File: config.mk
export PLATFORM = sky130hd
export DESIGN_NAME = exa_crosb_input_arbiter_with_vcs
export DESIGN_NICKNAME = d
export VERILOG_FILES = /design/src/rtl/exa_crosb_pkg.sv /design/src/rtl/exa_iarb_vc_rr_pick.sv /design/src/rtl/exa_crosb_input_arbiter_with_vcs.sv
export SDC_FILE = /design/constraint.sdc
export NUM_CORES = 1
export LEC_CHECK = 0
export BUFFER_PORTS_ARGS = -buffer_cell sky130_fd_sc_hd__buf_4
export CAP_MARGIN = 40
export CORE_UTILIZATION = 36
export CTS_CLUSTER_SIZE = 40
export DETAILED_ROUTE_END_ITERATION = 10
export MAX_ROUTING_LAYER = met4
export PLACE_DENSITY_LB_ADDON = 0.08
export SYNTH_ARGS = -nofsm -noshare
export SYNTH_HDL_FRONTEND = slang
export SYNTH_HIERARCHICAL = 1
export SYNTH_SLANG_ARGS = --single-unit
File: constraint.sdc
create_clock -name clk -period 1.59 [get_ports clk]
set_input_delay 0 -clock clk [delete_from_list [all_inputs] [get_ports clk]]
set_output_delay 0 -clock clk [all_outputs]
set_load 0.1 [all_outputs]
File: src/rtl/exa_crosb_pkg.sv
// Shared types and helpers for the ExaNet crossbar input arbiter.
package exa_crosb_pkg;

   localparam int unsigned PRIO_NUM   = 2;
   localparam int unsigned VC_NUM     = 2;
   localparam int unsigned OUTPUT_NUM = 4;
   localparam int unsigned Q          = PRIO_NUM * VC_NUM;

   typedef enum logic {
      IDLE,
      STREAM
   } state_e;

   function automatic int unsigned qidx(input int unsigned prio,
                                        input int unsigned vc,
                                        input int unsigned vcn = VC_NUM);
      return prio * vcn + vc;
   endfunction

endpackage

File: src/rtl/exa_iarb_vc_rr_pick.sv
// Round-robin pick over the VCs of one priority level, starting at ptr_i.
module exa_iarb_vc_rr_pick #(
   parameter int unsigned vc_num = 2
) (
   input  logic [vc_num-1:0]                                req_i,
   input  logic [((vc_num > 1) ? $clog2(vc_num) : 1)-1:0]   ptr_i,
   output logic                                             valid_o,
   output logic [((vc_num > 1) ? $clog2(vc_num) : 1)-1:0]   idx_o
);

   localparam int unsigned PW = (vc_num > 1) ? $clog2(vc_num) : 1;

   always_comb begin
      int unsigned cand;
      valid_o = 1'b0;
      idx_o   = '0;
      cand    = 0;
      for (int unsigned i = 0; i < vc_num; i++) begin
         cand = (32'(ptr_i) + i) % vc_num;
         if (!valid_o && req_i[cand]) begin
            valid_o = 1'b1;
            idx_o   = PW'(cand);
         end
      end
   end

endmodule

File: src/rtl/exa_crosb_input_arbiter_with_vcs.sv
// ExaNet crossbar input-side arbiter: per-VC/prio requests, single grant accept, packet streaming.
// Optional per-queue downstream credit gating is enabled with `define EXA_IARB_CREDIT_EN.
module exa_crosb_input_arbiter_with_vcs
   import exa_crosb_pkg::*;
#(
   parameter int unsigned prio_num   = PRIO_NUM,
   parameter int unsigned vc_num     = VC_NUM,
   parameter int unsigned output_num = OUTPUT_NUM,
   parameter int unsigned CREDIT_MAX = 8
) (
   input  logic                                                   clk,
   input  logic                                                   resetn,
   input  logic [vc_num*prio_num-1:0]                             i_head_valid,
   input  logic [vc_num*prio_num-1:0][$clog2(output_num)-1:0]     i_head_dest,
   input  logic [vc_num*prio_num-1:0]                             i_head_last,
   input  logic [output_num-1:0]                                  i_grant,
   input  logic [vc_num*prio_num-1:0]                             i_credit_return,
   output logic [output_num-1:0][vc_num*prio_num-1:0]             o_request,
   output logic [output_num-1:0]                                  o_cts,
   output logic [vc_num*prio_num-1:0]                             o_pop,
   output logic                                                   o_last,
   output logic [$clog2(output_num)-1:0]                          o_out_sel,
   output logic                                                   o_busy
);

   localparam int unsigned NQ   = vc_num * prio_num;
   localparam int unsigned OW   = $clog2(output_num);
   localparam int unsigned OPOW = 1 << OW;
   localparam int unsigned QW   = (NQ > 1) ? $clog2(NQ) : 1;
   localparam int unsigned PW   = (vc_num > 1) ? $clog2(vc_num) : 1;

   state_e                      state_q, state_d;
   logic [QW-1:0]               q_sel_q, q_sel_d;
   logic [OW-1:0]               out_sel_q, out_sel_d;
   logic [prio_num-1:0][PW-1:0] ptr_q, ptr_d;
   logic [NQ-1:0]               credit_ok;
   logic [NQ-1:0]               elig;
   logic [OPOW-1:0]             grant_ext;
   logic [prio_num-1:0]         pick_valid;
   logic [prio_num-1:0][PW-1:0] pick_vc;

`ifdef EXA_IARB_CREDIT_EN
   localparam int unsigned CW = $clog2(CREDIT_MAX + 1);

   logic [NQ-1:0][CW-1:0] credit_q, credit_d;

   always_comb begin
      credit_d = credit_q;
      for (int unsigned q = 0; q < NQ; q++) begin
         credit_ok[q] = (credit_q[q] != '0);
         case ({o_pop[q], i_credit_return[q]})
            2'b10:   credit_d[q] = credit_q[q] - 1'b1;
            2'b01:   if (credit_q[q] != CW'(CREDIT_MAX)) credit_d[q] = credit_q[q] + 1'b1;
            default: credit_d[q] = credit_q[q];
         endcase
      end
   end

   always_ff @(posedge clk) begin
      if (!resetn) begin
         for (int unsigned q = 0; q < NQ; q++) credit_q[q] <= CW'(CREDIT_MAX);
      end else begin
         credit_q <= credit_d;
      end
   end

`ifndef SYNTHESIS
   // A return on a full counter means the downstream buffer accounting is broken.
   always_ff @(posedge clk) begin
      if (resetn) begin
         for (int unsigned q = 0; q < NQ; q++)
            assert (!(i_credit_return[q] && !o_pop[q] && credit_q[q] == CW'(CREDIT_MAX)));
      end
   end
`endif
`else
   localparam int unsigned unused_credit_max = CREDIT_MAX;
   logic unused_credit;

   assign credit_ok     = '1;
   assign unused_credit = ^i_credit_return;
`endif

   assign grant_ext = OPOW'(i_grant);

   always_comb begin
      for (int unsigned q = 0; q < NQ; q++)
         elig[q] = i_head_valid[q] & credit_ok[q] & grant_ext[i_head_dest[q]];
   end

   for (genvar p = 0; p < prio_num; p++) begin : g_pick
      exa_iarb_vc_rr_pick #(.vc_num(vc_num)) u_pick (
         .req_i   (elig[p*vc_num +: vc_num]),
         .ptr_i   (ptr_q[p]),
         .valid_o (pick_valid[p]),
         .idx_o   (pick_vc[p])
      );
   end

   always_comb begin
      logic        win_found;
      int unsigned win_p;
      logic [PW-1:0] win_vc;
      logic        pop_now;
      state_d   = state_q;
      q_sel_d   = q_sel_q;
      out_sel_d = out_sel_q;
      ptr_d     = ptr_q;
      o_request = '0;
      o_cts     = '0;
      o_pop     = '0;
      o_last    = 1'b0;
      win_found = 1'b0;
      win_p     = 0;
      win_vc    = '0;
      pop_now   = 1'b0;
      case (state_q)
         IDLE: begin
            for (int unsigned q = 0; q < NQ; q++)
               if (i_head_valid[q] && credit_ok[q]) o_request[i_head_dest[q]][q] = 1'b1;
            // Ascending scan lets the highest priority level overwrite lower ones.
            for (int unsigned p = 0; p < prio_num; p++) begin
               if (pick_valid[p]) begin
                  win_found = 1'b1;
                  win_p     = p;
                  win_vc    = pick_vc[p];
               end
            end
            if (win_found) begin
               state_d        = STREAM;
               q_sel_d        = QW'(qidx(win_p, 32'(win_vc), vc_num));
               out_sel_d      = i_head_dest[q_sel_d];
               ptr_d[win_p]   = (32'(win_vc) == vc_num - 1) ? '0 : PW'(32'(win_vc) + 1);
            end
         end
         STREAM: begin
            o_cts[out_sel_q] = 1'b1;
            pop_now          = i_head_valid[q_sel_q] & credit_ok[q_sel_q];
            o_pop[q_sel_q]   = pop_now;
            o_last           = pop_now & i_head_last[q_sel_q];
            if (o_last) state_d = IDLE;
         end
         default: state_d = IDLE;
      endcase
   end

   always_ff @(posedge clk) begin
      if (!resetn) begin
         state_q   <= IDLE;
         q_sel_q   <= '0;
         out_sel_q <= '0;
         ptr_q     <= '0;
      end else begin
         state_q   <= state_d;
         q_sel_q   <= q_sel_d;
         out_sel_q <= out_sel_d;
         ptr_q     <= ptr_d;
      end
   end

   assign o_out_sel = out_sel_q;
   assign o_busy    = (state_q == STREAM);

endmodule
==> impl_metrics.ini <==
[place]
dp_slack_ns = -0.166
dp.cells = 179
placedInstanceArea_sq_um = 1410
hpwl_mm = 2.05
numPortBuffers = 49
place.gp.congestion = 0.824

[routing]
vias_per_cell = 5.34
first_pass_iters = 4
drc = 0
wl_per_cell_um = 13.7
vias = 977
routed_wl_mm = 2.51
drtAntennaViolNets = 0
drtIter0Drc = 13

[finish]
nNetsFinal = 183
antenna_cells = 0
final_cell_area_sq_um = 1430
area_delta_synth_final_pct = 90.2
final_util_pct = 73.0
stdcell_count = 183
drive_above_1_share_pct = 61.5

[die]
core-area_sq_um = 1960
die_w_um = 47.7
die_h_um = 47.7
fp-row-count = 16
ios = 54
die-area_sq_um = 2280
start_util_pct = 38.4

[critical_path]
slowest_delay_ns = 0.44
crit_required_ns = 1.74
slowest_stage = mux4_2
startpoint_type = input pin
critPathCaptureType = flip-flop
worstPathMaxFanout = 6
crit_arrival_ns = 1.67
crit_chain = buf_4 > mux4_2 > and2_1 > or2_1 > nor3b_2 > nand2_1 > o32ai_1
crit_type = in2reg

[power_and_ir_drop]
pwr-share-clk_pct = 15.2
p_int_mw = 0.520
switching_power_mw = 0.560
p_sw_share_pct = 51.8
power.density_nw_per_um2 = 754
pwr-share-comb_pct = 61.4
seqPwrFrac_pct = 23.4
total_power_mw = 1.08
ir_worst_vdd_mv = 0.759
p_leak_nw = 0.667

[global_routing]
first_global_vias = 858
track_usage_pct = 23.5
grt_start_max_net_pins = 20
antenna_found_initial = 0
grt_pass1_wl_mm = 3.68
grt-ovfl-total = 0

[timing]
finalSetupViolations = 0
min_period_ns = 1.52
rsz0062_at_grt = no
post-route-period-util_pct = 95.5
setup_ws_ns = 0.0716
hold_viol_final = 0
drv_slew = 0
timing.clock.skew_ns = 0.00757
max_slew_margin_pct = 77.2
fmax_mhz = 659
worst_pin_slew_ns = 0.341

[yosys]
ys_warn_count = 6
synthTopCellsByArea = dfxtp_1 (19%), mux4_2 (12%), nor3b_1 (6.0%)
ys.flop_type = dfxtp_1
syn_nets = 119
ys_types = 32
ys_seq_elements = 7
synthArstFlopShare_pct = 0
ys_seq_area_share_pct = 18.6
synth_top_area_share_pct = 18.6
synthCells = 93
yosys.area.top_type = dfxtp_1
synth_area_per_cell_sq_um = 8.10
syn_area_sq_um = 753
synth_edf_count = 0

[cts]
cts_tree = done
clk-insertion-delay-late_ns = 0.25
cts_max_path_buffers = 2
clock_sinks = 7
post_cts_resized = 1
post_cts_buffers = 0
cts_buffers = 3
cts_hold_buf = 0
cts-root-buf = clkbuf_4
htreeDepth = 1
clkTransAtPathRegs_ns = 0.06

[flow_run]
drv_cap = 0

[status]
status = finished, final reports clean

[hold_path]
hold_path_class = in2reg
## power by group through the flow
stage	combinational (mW)	clock [mW]	sequential [mW]
2_1_floorplan	0.431	0	0.298
3_3_place_gp	0.653	0	0.253
3_5_place_dp	0.662	0	0.255
4_1_cts	0.664	0.169	0.252
5_1_grt	0.694	0.185	0.257
6_report	0.663	0.165	0.252
## per-stage QoR
stage	TNS, ns	hold slack [ns]
4_1_cts	0	0.00784
5_1_grt	0	0.0143
6_report	0	0.0135
3_5_place_dp	-0.657	0.271
3_3_place_gp	-0.523	0.283
2_1_floorplan	-0.634	0.110
## cells in the mapped netlist (3+ instances only)
| cell | n |
|---|---|
| and2_1 | 4 |
| and3_1 | 4 |
| dfxtp_1 | 7 |
| inv_1 | 3 |
| nor2b_1 | 4 |
| mux4_2 | 4 |
| nor3b_1 | 6 |
| nor2_1 | 11 |
| and3b_1 | 5 |
| a21oi_1 | 4 |
| nand2_1 | 10 |
## layout by cell type (no fill, tap or decap), types with 2 or more instances in the layout
cell      netlist  layout
and2_1          4       4
a211oi_1        2       2
a22oi_1         2       2
a21o_1          2       2
a21oi_1         4       4
nand2_1        10       9
nor2b_1         4       4
mux2_2          2       2
nor2_1         11       5
mux4_2          4       4
nand3b_1        2       2
dfxtp_1         7       3
nor3b_4         0       6
dfxtp_2         0       3
and3b_1         5       4
nor2_2          0       4
o32ai_1         2       2
nor2_4          0       2
inv_1           3       3
buf_4           0      61
clkbuf_4        0       3
nor4bb_4        0       2
or2_1           2       2
and3_1          4       3
## kinds of logic (layout without fill, tap and decap cells)
logic type,after synthesis,after routing,synth area share [%]
AOI/OAI and AO/OA,18,18,16.9
buffers and inverters,5,68,3.65
DFF,7,7,18.6
muxes,6,6,15.0
and+or+nand+nor,57,57,45.8
## sequential cells by signal (all words and copies together) (netlist names)
name	cells
o_busy	1
o_out_sel	2
ptr_q	2
q_sel_q	2
## critical path, delay by kind of cell
kind	cells	cell delay, ns
AO/OA/AOI/OAI	1	0.30
buffers and inverters	1	0.12
multiplexers	1	0.44
AND/OR/NAND/NOR	4	0.80
## area by class of cell
cell class	count	area, sq um
clock buffers	4	26.3
fillers	163	529
inverters	3	11.3
multi-input cells	81	756
flip-flops and latches	7	148
well taps	27	33.8
repair buffers	61	458
## final timing paths
path | start | cells after the start | endpoint | slack (ns)
setup / recovery | i_grant[3] | 7 | o_out_sel[1] | 0.07
hold / removal | resetn | 2 | o_busy | 0.01
setup reg to reg | ptr_q[1] | 5 | o_out_sel[1] | 0.25
hold reg to reg | q_sel_q[0] | 2 | q_sel_q[0] | 0.51
## layer usage
layer / GRT usage (%) / routed length (um) / up-vias
met5: - / 0 / -
met4: 1.67 / 0 / 0
met3: 6.79 / 149 / 0
met2: 40.5 / 1360 / 36
met1: 28.2 / 1010 / 469
li1: - / - / 472
(Power assumes the default switching activity.)
